**config.mk**
```make
export PLATFORM = sky130hd
export DESIGN_NAME = datapath_pipe
export DESIGN_NICKNAME = d
export VERILOG_FILES = /design/src/rtl/datapath_pipe.sv
export SDC_FILE = /design/constraint.sdc
export NUM_CORES = 1
export LEC_CHECK = 0
export CAP_MARGIN = 30
export CORE_MARGIN = 1
export CORE_UTILIZATION = 42
export DETAILED_ROUTE_END_ITERATION = 10
export GPL_TIMING_DRIVEN = 0
export PLACE_DENSITY = 0.63
export SLEW_MARGIN = 10
export SYNTH_ARGS = -nofsm -noshare
export SYNTH_HDL_FRONTEND = slang
export SYNTH_SLANG_ARGS = --single-unit
```
**constraint.sdc**
```tcl
create_clock -name clk -period 5.8 [get_ports clk]
set_input_delay 1.16 -clock clk [delete_from_list [all_inputs] [get_ports clk]]
set_output_delay 1.16 -clock clk [all_outputs]
set_load 0.01 [all_outputs]
```
**src/rtl/datapath_pipe.sv**
```systemverilog
// datapath_pipe: two-stage ALU pipeline over a small register file.
// An operation is issued (operands read, ALU evaluated) at the accept edge,
// held in stage 2 for one cycle, and written back at the following edge.
// A stage-2 result that is about to be written back is forwarded to the
// issuing operation so back-to-back dependent operations see fresh values.
module datapath_pipe #(
    parameter int WIDTH = 32,
    parameter int AW    = 2
) (
    input  logic             clk,
    input  logic             rst,
    input  logic             in_valid,
    output logic             in_ready,
    input  logic [2:0]       alu_control,
    input  logic [AW-1:0]    addr1,
    input  logic [AW-1:0]    addr2,
    input  logic [AW-1:0]    addr3,
    input  logic             wr,
    input  logic             ld_en,
    input  logic [AW-1:0]    ld_addr,
    input  logic [WIDTH-1:0] ld_data,
    output logic             out_valid,
    output logic [WIDTH-1:0] alu_result,
    output logic             overflow,
    output logic             carry,
    output logic             err,
    output logic [15:0]      retired,
    input  logic [AW-1:0]    dbg_addr,
    output logic [WIDTH-1:0] dbg_data
);

    localparam int NREG = 2 ** AW;

    localparam logic [2:0] OP_ADD = 3'b000;
    localparam logic [2:0] OP_SUB = 3'b001;
    localparam logic [2:0] OP_AND = 3'b010;
    localparam logic [2:0] OP_XOR = 3'b011;
    localparam logic [2:0] OP_SLT = 3'b100;

    // Packed ALU outcome: {err, overflow, carry, result}.
    localparam int ALU_W = WIDTH + 3;

    logic [WIDTH-1:0] regs [NREG];

    // Stage-2 (retiring) register
    logic             vld_p1;
    logic [WIDTH-1:0] res_p1;
    logic             ovf_p1;
    logic             carry_p1;
    logic             err_p1;
    logic             wr_p1;
    logic [AW-1:0]    addr3_p1;

    // Issue-stage combinational values
    logic             accept;
    logic             fwd_ok;
    logic             wb_en;
    logic [WIDTH-1:0] opa_p0;
    logic [WIDTH-1:0] opb_p0;
    logic [ALU_W-1:0] alu_p0;

    // ALU evaluation; subtraction uses A + ~B + 1 so carry means "no borrow".
    function automatic logic [ALU_W-1:0] alu_eval(
        input logic [2:0]       op,
        input logic [WIDTH-1:0] a,
        input logic [WIDTH-1:0] b
    );
        logic signed [WIDTH-1:0] sa;
        logic signed [WIDTH-1:0] sb;
        logic [WIDTH:0]          sum;
        logic [WIDTH-1:0]        r;
        logic                    ov;
        logic                    c;
        logic                    e;
        sa  = $signed(a);
        sb  = $signed(b);
        sum = '0;
        r   = '0;
        ov  = 1'b0;
        c   = 1'b0;
        e   = 1'b0;
        case (op)
            OP_ADD: begin
                sum = {1'b0, a} + {1'b0, b};
                r   = sum[WIDTH-1:0];
                c   = sum[WIDTH];
                ov  = (a[WIDTH-1] == b[WIDTH-1]) && (r[WIDTH-1] != a[WIDTH-1]);
            end
            OP_SUB: begin
                sum = {1'b0, a} + {1'b0, ~b} + {{WIDTH{1'b0}}, 1'b1};
                r   = sum[WIDTH-1:0];
                c   = sum[WIDTH];
                ov  = (a[WIDTH-1] != b[WIDTH-1]) && (r[WIDTH-1] != a[WIDTH-1]);
            end
            OP_AND: r = a & b;
            OP_XOR: r = a ^ b;
            OP_SLT: r = {{(WIDTH-1){1'b0}}, (sa < sb)};
            default: e = 1'b1;
        endcase
        return {e, ov, c, r};
    endfunction

    assign in_ready = !ld_en && !rst;
    assign accept   = in_valid && in_ready;
    assign wb_en    = vld_p1 && wr_p1 && !err_p1;
    assign fwd_ok   = wb_en;

    // Issue stage: operand select with forwarding from stage 2, then ALU
    always_comb begin
        opa_p0 = regs[addr1];
        opb_p0 = regs[addr2];
        if (fwd_ok && (addr3_p1 == addr1)) begin
            opa_p0 = res_p1;
        end
        if (fwd_ok && (addr3_p1 == addr2)) begin
            opb_p0 = res_p1;
        end
        alu_p0 = alu_eval(alu_control, opa_p0, opb_p0);
    end

    // ---- stage boundary: issue -> stage 2 ----
    // Capture the issued operation; fields hold when nothing is accepted
    always_ff @(posedge clk) begin
        if (rst) begin
            vld_p1   <= 1'b0;
            res_p1   <= '0;
            ovf_p1   <= 1'b0;
            carry_p1 <= 1'b0;
            err_p1   <= 1'b0;
            wr_p1    <= 1'b0;
            addr3_p1 <= '0;
        end else begin
            vld_p1 <= accept;
            if (accept) begin
                err_p1   <= alu_p0[WIDTH+2];
                ovf_p1   <= alu_p0[WIDTH+1];
                carry_p1 <= alu_p0[WIDTH];
                res_p1   <= alu_p0[WIDTH-1:0];
                wr_p1    <= wr;
                addr3_p1 <= addr3;
            end
        end
    end

    // ---- stage boundary: stage 2 -> register file ----
    // Writeback then direct load; the later assignment lets the load win
    always_ff @(posedge clk) begin
        if (rst) begin
            for (int i = 0; i < NREG; i++) begin
                regs[i] <= '0;
            end
        end else begin
            if (wb_en) begin
                regs[addr3_p1] <= res_p1;
            end
            if (ld_en) begin
                regs[ld_addr] <= ld_data;
            end
        end
    end

    // Count every retirement pulse, illegal opcodes included; wraps naturally
    always_ff @(posedge clk) begin
        if (rst) begin
            retired <= '0;
        end else if (vld_p1) begin
            retired <= retired + 16'd1;
        end
    end

    assign out_valid  = vld_p1;
    assign alu_result = res_p1;
    assign overflow   = ovf_p1;
    assign carry      = carry_p1;
    assign err        = err_p1;
    assign dbg_data   = regs[dbg_addr];

endmodule

```
Word level (Yosys, flattened, before mapping)
Memories as Yosys holds them, arrays and structs flattened.
Cells that the tools add are included.
{ "classes": {"n_reduce_logical": 15, "add_sub_neg": 4, "n_bitwise": 3, "muxes": 20, "n_eq_ne": 10, "n_lt_le_gt_ge": 1} }
{ "op_table": {"columns": ["op", "count"], "rows": [
  ["$pmux W32 S5", 1],
  ["$mux W32", 4],
  ["$add A32 B32 Y33", 2],
  ["$reduce_or A32 Y1", 2],
  ["$add A33 B1 Y33 const B", 1],
  ["$and A32 B32 Y32", 1],
  ["$lt A32 B32 Y1", 1],
  ["$not A32 Y32", 1],
  ["$xor A32 B32 Y32", 1],
  ["$add A16 B1 Y16 const B", 1],
  ["$mux W1", 11],
  ["$logic_and A1 B1 Y1", 8],
  ["$eq A3 B2 Y1 const B", 2],
  ["$reduce_or A5 Y1", 1],
  ["$eq A2 B2 Y1", 2],
  ["$mux W2", 2],
  ["$pmux W1 S2", 2],
  ["$eq A3 B1 Y1 const B", 1],
  ["$eq A3 B3 Y1 const B", 1],
  ["$logic_not A1 Y1", 3],
  ["$logic_not A3 Y1", 1],
  ["$ne A1 B1 Y1", 3],
  ["$eq A1 B1 Y1", 1]
]} }
{ "totals": {"out_inout_bits": 85, "input_bits": 50, "word_cells": 62, "n_memories": 1, "regBits": 55, "ramBits": 128} }
{ "mem_list": {"columns": ["memory", "depth", "word_bits", "read_ports", "rd_ports_with_merged_regs", "write_ports", "line_no", "rtl"], "rows": [
  ["regs", 4, 32, 3, 0, 4, "43", "logic [WIDTH-1:0] regs [NREG];"]
]} }

Longest topological paths before layout
Gate-level depths: netlist of run 1.
{ "logic_depth": {"ltp_word": 10, "depth_mapped": 17, "ltp_nobuf": 16} }

Worst setup path before layout of run 1
Ideal clock, no wire load.
{ "synth_path": {"path_type": "in2reg", "start": "in addr1[0]", "end": "reg res_p1[31], in the netlist alu_result[31]", "n_path_buf": 2, "arrival_time_ns": 5.100, "required_ns": 5.674, "path_slack_ns": 0.574, "path_stages": 15, "setup_ns": 0.126, "path_cell_list": "clkbuf_1 buf_1 mux4_2 mux2i_1 inv_1 ha_1 nor3_1 o31ai_2 a2111oi_4 o21ai_1 a221oi_2 a211oi_1 xnor2_1 a221oi_2 o21ai_1"} }
{ "synth_via": {"elab_chain_cells": 6, "word_cells_on_any_way": 10, "classes_between": "add/sub (3); eq/ne (1); mux (2); bitwise (2); reduce/logical (1); memory (1)"} }
{ "synth_rtl": {"columns": ["item", "line_no", "rtl"], "rows": [
  ["from (decl)", "15", "input logic [AW-1:0] addr1,"],
  ["branches (longest 2 deep; another with $mem_v2 Z4 W32)", null, null],
  ["$mux W32 *", "112", "if (fwd_ok && (addr3_p1 == addr1)) begin"],
  ["$add A32 B32 Y33", "90", "sum = {1'b0, a} + {1'b0, ~b} + {{WIDTH{1'b0}}, 1'b1};"],
  ["$add A33 B1 Y33", "90", null],
  ["$pmux W32 S5 *", "82", "case (op)"],
  ["to (signal assigned)", "138", "res_p1 <= alu_p0[WIDTH-1:0];"],
  ["to (decl)", "47", "logic [WIDTH-1:0] res_p1;"]
]} }
Mark *: on every way between the ends.
A chain may end at the register's enable or synchronous reset.

Final worst setup path of run 1
{ "layout_path": {"start": "in addr2[0]", "end": "reg res_p1[31], in the netlist alu_result[31]"} }
{ "layout_via": {"elab_chain_cells": 7, "word_cells_on_any_way": 11, "classes_between": "add/sub (3); eq/ne (1); mux (2); bitwise (3); reduce/logical (1); memory (1)"} }
{ "layout_rtl": {"columns": ["item", "line_no", "rtl"], "rows": [
  ["from (decl)", "16", "input logic [AW-1:0] addr2,"],
  ["branches (longest 2 deep; another with $mem_v2 Z4 W32)", null, null],
  ["$mux W32 *", "115", "if (fwd_ok && (addr3_p1 == addr2)) begin"],
  ["$not A32 Y32", "90", null],
  ["$add A32 B32 Y33", "90", null],
  ["$add A33 B1 Y33", "90", null],
  ["$pmux W32 S5 *", "82", null]
]} }
Marked as above.

==> summary.txt, run 1 <==
DR top layer: met4
Worst-path clk slew: 0.09 ns
Cells after Synth: 1,397
Tot GR Track Use: 0.322
die extent in x: 189 um
main flop type after synthesis: edfxtp_1
status: completed
wire length of the first global-routing pass: 84.1 mm
RSZ-0062 raised after global routing: no
post-route ant nets: 0
fin crit share: 0.964
initial antenna violation count: 1
dpl hpwl: 42.5 mm
DR vias/cell: 6.54
worst-margin pin slew: 1.05 ns
Slew Limit Fails: 0
fin util: 0.509
Post-Route M1 WL: 23.9 mm
DRT iter0 DRCs: 1,236
VDD IR max: 0.235 mV
CP Capture Type: register
worst hold path class: register to register
CTS tree: built
required time worst endpoint: 6.17 ns
drc violations: 0
largest area contributor in the netlist: edfxtp_1
Critical Path AT: 5.96 ns
main area contributors after synthesis: edfxtp_1 (26%), mux4_2 (15%), a22o_1 (8.1%)
number of I/O port buffers: 128
Fill cells: 3,234
total number of vias: 13,300
maximum number of pins on one net before global-route repair: 20
syn nets: 1,514
Worst-Skew Late Latency: 0.47 ns
tightest hold margin: 0.496 ns
met2 wire length: 26.2 mm
placed instance area: 0.0168 mm2
I/O pins: 135
Synth-to-Final Area Change: 19.6%
register area share after synthesis: 0.337
Max Cap Viol: 0
number of synthesized register bits: 183
nets@finish: 1,685
Row Count: 68
Yosys cell types: 88
power per cell area: 248 mW/mm2
CP max FO: 10
Post-CTS Repair Setup Buffers: 0
Initial Utilization: 0.426
number of CTS-inserted buffers: 17
Placer Congestion: 1.01
Synth top area share: 0.262
Die ar.: 0.0357 mm2
startpoint types: input pin
Post-Syn Area: 0.0147 mm2
met3 wire len: 4.51 mm
1st-pass router iterations: 5
Core ar.: 0.0345 mm2
WL per Instance: 27.9 um
Sink Count: 183
min cycle time layout: 5.59 ns
critical path class: input pin to register
Yosys warning total: 0
grt ovf: 0
H-Tree Depth: 4
CTS Buffer Depth: 2
vias in the first global route: 13,100
max frequency: 0.179 GHz
area of the multi-input gates: 0.00905 mm2
asr flop ratio synth: 0
Lkg Pwr: 6.33 nW
final instance area: 0.0175 mm2
routed wire length: 56.9 mm
Die Span Y: 189 um
share of cells above drive strength 1: 0.173
Fin. Hold Viols: 0
Setup-failing EPs final: 0
Post-synth EDFFs: 128
max_slew headroom: 0.297
Post-Route Skew: 0.0210 ns
Register Area: 0.00494 mm2
synthesized area per cell: 10.5 um2
clock root cell: clkbuf_16
==> final timing paths <==
path              from              to  slack (ns)  cells past startpoint
max           addr2[0]  alu_result[31]        0.21                     16
min              wr_p1           wr_p1        0.50                      2
max reg2reg  out_valid  alu_result[31]        0.42                     16
min reg2reg      wr_p1           wr_p1        0.50                      2
==> cells in the final DEF, fill, tap and decap left out, types with 9 or more instances in the layout <==
master / instances
dfxtp_1: 55
xnor2_1: 24
o21ai_1: 18
a22oi_1: 12
a22o_1: 135
clkbuf_16: 18
o21bai_1: 13
a211oi_1: 15
mux2i_1: 15
o31ai_1: 10
inv_1: 67
buf_8: 9
nand3_1: 19
edfxtp_1: 128
buf_2: 19
a21oi_1: 74
mux2_2: 63
clkbuf_1: 72
o21ai_0: 50
a21o_1: 9
nor3_1: 28
nor2_1: 96
clkdlybuf4s50_1: 128
nand2_1: 86
buf_6: 10
o211ai_1: 12
mux4_2: 96
xor2_1: 15
buf_1: 13
nor2b_1: 11
nand2b_1: 9
ha_1: 65
==> layout make-up <==
| type | count | area share |
|---|---|---|
| well taps | 455 | 0.0325 |
| multi-input cells | 1030 | 0.516 |
| inverters | 74 | 0.0158 |
| diodes | 1 | 0.000143 |
| flip-flops and latches | 183 | 0.282 |
| clock buffers | 20 | 0.0267 |
| repair buffers | 152 | 0.0926 |
| clock inverters | 12 | 0.00721 |
| plain buffers | 110 | 0.0268 |
==> metrics by stage <==
step	worst slack, ns	power [W]	std cells	setup TNS (ns)
after floorplan	0.574	0.00257	1397	0
after global placement	-1.15	0.00305	1980	-40.54
after detailed placement	-0.970	0.00307	1998	-12.43
after CTS	0.0403	0.00431	2030	0
after global routing	0.00898	0.00451	2037	0
final	0.211	0.00434	2037	0
==> critical path, stage by stage <==
cell	delay, ns
clkbuf_1	0.36
xor2_1	0.18
nor3_4	0.38
clkbuf_2	0.37
buf_6	0.21
mux2_2	0.36
ha_1	0.33
buf_2	0.21
or3_1	0.38
a2111oi_4	0.50
o21ai_1	0.24
a221oi_4	0.46
a211oi_2	0.23
xnor2_1	0.18
a221oi_2	0.30
o21ai_1	0.09
==> report_power, final <==
part / internal, W / switching [W] / total (W)
logic: 0.000642 / 0.000923 / 0.00156
clock network: 0.000645 / 0.000604 / 0.00125
registers: 0.00147 / 0.0000614 / 0.00153
==> flip-flops by register name (all words and copies together) (netlist names) <==
name        flops
wr_p1           1
retired        16
regs          128
carry           1
out_valid       1
err             1
alu_result     32
overflow        1
addr3_p1        2
==> cell usage after synthesis, types with 19 or more instances <==
cell	n
mux4_2	96
nor3_1	30
nor2_1	96
nand3_1	19
ha_1	65
mux2_2	63
nand2_1	87
edfxtp_1	128
clkbuf_1	75
a22o_1	135
o21ai_0	52
xnor2_1	24
inv_1	67
a21oi_1	74
dfxtp_1	55
==> per-layer routing <==
| layer | track usage | vias to the layer above |
|---|---|---|
| li1 | - | 5817 |
| met1 | 0.425 | 6683 |
| met2 | 0.511 | 684 |
| met3 | 0.0586 | 129 |
| met4 | 0.150 | 0 |
| met5 | 0 | - |
==> repair_timing <==
item                       4_1_cts  5_1_grt
hold buffers                     0        0
pin swaps                        0        0
setup endpoints to repair       14       11
gates resized for setup          5        8
==> kinds of logic (layout without fill, tap and decap cells) <==
family / after synthesis / count (layout) / synth area share
compound gates: 445 / 445 / 0.228
buf+inv: 184 / 368 / 0.0500
other cells: 0 / 1 / 0
xor+xnor: 39 / 39 / 0.0233
simple gates: 304 / 304 / 0.0967
fa+ha+maj: 67 / 67 / 0.0582
flops: 183 / 183 / 0.337
mux: 175 / 175 / 0.207
(Power assumes the default switching activity.)
==> run 2, diff against run 1 <==
- SLEW_MARGIN: 10 -> 20
==> summary.txt, run 2 (synthesis gave the netlist of run 1 again) <==
status: completed
share of cells above drive strength 1: 0.173 (+0.000242)
Post-CTS Repair Setup Buffers: 0 (unchanged)
DRT iter0 DRCs: 1,139 (-7.8%)
post-placement setup slack: -1.01 ns (-0.0374 ns)
max frequency: 0.177 GHz (-0.92%)
nets@finish: 1,677 (-0.47%)
Hold-fix buffers, CTS: 0 (unchanged)
Row Count: 68 (unchanged)
tightest hold margin: 0.498 ns (+0.00194 ns)
CP max FO: 10 (unchanged)
Core ar.: 0.0345 mm2 (unchanged)
Post-Route Skew: 0.0179 ns (-0.00307 ns)
worst-margin pin slew: 1.08 ns (+0.0283 ns)
placed insts: 1,990 (-0.40%)
Critical Path AT: 5.97 ns (about the same)
Sink Count: 183 (unchanged)
number of CTS-inserted buffers: 17 (unchanged)
Worst-path clk slew: 0.08 ns (about the same)
Placer Congestion: 1.01 (unchanged)
CTS tree: built
setup slack after layout: 0.159 ns (-0.0518 ns)
clock root cell: clkbuf_16
Die Span Y: 189 um (unchanged)
dpl hpwl: 42.1 mm (-0.85%)
max_slew headroom: 0.278 (-0.0189)
GR Util met2: 0.513 (+0.00170)
drc violations: 0 (unchanged)
placed instance area: 0.0168 mm2 (-0.41%)
max reg flops: 128 (unchanged)
startpoint types: input pin
VDD IR max: 0.229 mV (-2.5%)
Worst-Skew Late Latency: 0.48 ns (about the same)
H-Tree Depth: 4 (unchanged)
Final Instance Count excl. Fillers: 2,028 (-0.44%)
setup TNS: 0 ns (unchanged)
Initial Utilization: 0.426 (unchanged)
RSZ-0062 raised after global routing: no
vias in the first global route: 13,000 (-0.60%)
Max Cap Viol: 0 (unchanged)
antenna fix cells: 0 (-1)
Fin. Hold Viols: 0 (unchanged)
fin crit share: 0.973 (+0.00893)
M3 GR Usage: 0.0669 (+0.00834)
Die ar.: 0.0357 mm2 (unchanged)
CP Capture Type: register
Lkg Pwr: 6.28 nW (-0.69%)
1st-pass router iterations: 7 (+2)
grt ovf: 0 (unchanged)
WL per Instance: 28.1 um (+0.52%)
number of I/O port buffers: 128 (unchanged)
min cycle time layout: 5.64 ns (+0.0518 ns)
I/O pins: 135 (unchanged)
die extent in x: 189 um (unchanged)
power per cell area: 249 mW/mm2 (+0.71%)
critical path class: input pin to register
largest reg by FF count: regs
met1 Use GR: 0.424 (-0.00135)
wire length of the first global-routing pass: 83.9 mm (-0.32%)
worst hold path class: register to register
required time worst endpoint: 6.13 ns (-0.04 ns)
commonest non-fill, non-tap cell in the layout: a22o_1
Synth-to-Final Area Change: 19.1%
grt peak-use layer: met2
Setup-failing EPs final: 0 (unchanged)
initial antenna violation count: 0 (-1)
maximum number of pins on one net before global-route repair: 19 (-5.0%)
post-route ant nets: 0 (unchanged)
CTS Buffer Depth: 2 (unchanged)
routed wire length: 56.9 mm (about the same)
DR vias/cell: 6.54 (+0.12%)
Tot GR Track Use: 0.321 (about the same)
final instance area: 0.0175 mm2 (-0.42%)
total number of vias: 13,300 (-0.32%)
Slew Limit Fails: 0 (unchanged)
most frequent cells in the layout: a22o_1 (135), clkdlybuf4s50_1 (128), edfxtp_1 (128)
==> run 2: metal layers <==
metal  routed length, um  up-vias
met2               26400      699
met3                4520      113
met1               24000     6648
met4                1910        0
li1                    -     5810
met5                   0        -
==> run 2: critical path, cell delays in order <==
cell and delay (ns):
clkbuf_1 0.37, xor2_1 0.18, nor3_4 0.37, clkbuf_2 0.35, buf_6 0.20, mux2_2 0.36, ha_1 0.33, buf_2 0.20
or3_1 0.38, a2111oi_4 0.52, o21ai_1 0.24, a221oi_4 0.46, a211oi_2 0.22, xnor2_1 0.19, a221oi_2 0.30, o21ai_1 0.09
==> run 2: layout make-up <==
class,instances,area (um2)
well taps,455,569
flip-flops and latches,183,4940
plain buffers,110,477
clock inverters,13,160
clock buffers,19,443
multi-input cells,1030,9070
inverters,74,278
fillers,3216,17000
repair buffers,144,1530
==> run 2: what timing repair did <==
item                                   CTS  global route
endpoints found under the hold margin    0             0
setup endpoints to repair               14             8
resized for setup                        6             5
==> run 2: where the power goes <==
part	switching (W)	internal [W]	leakage [nW]
clock network	0.000606	0.000661	0.290
logic	0.000920	0.000638	4.26
registers	0.0000624	0.00147	1.73
==> run 2: path summary, 6_finish.rpt <==
path | slack (ns) | end | depth (start not counted) | from
min | 0.50 | wr_p1 | 2 | wr_p1
min reg2reg | 0.50 | wr_p1 | 2 | wr_p1
max | 0.16 | alu_result[31] | 16 | addr2[0]
max reg2reg | 0.39 | alu_result[31] | 16 | out_valid
==> run 2: per-stage QoR <==
step	utilization	power [W]
2_1_floorplan	-	0.00257
3_3_place_gp	0.479	0.00305
3_5_place_dp	0.486	0.00307
4_1_cts	0.504	0.00432
5_1_grt	0.507	0.00452
6_report	0.507	0.00435
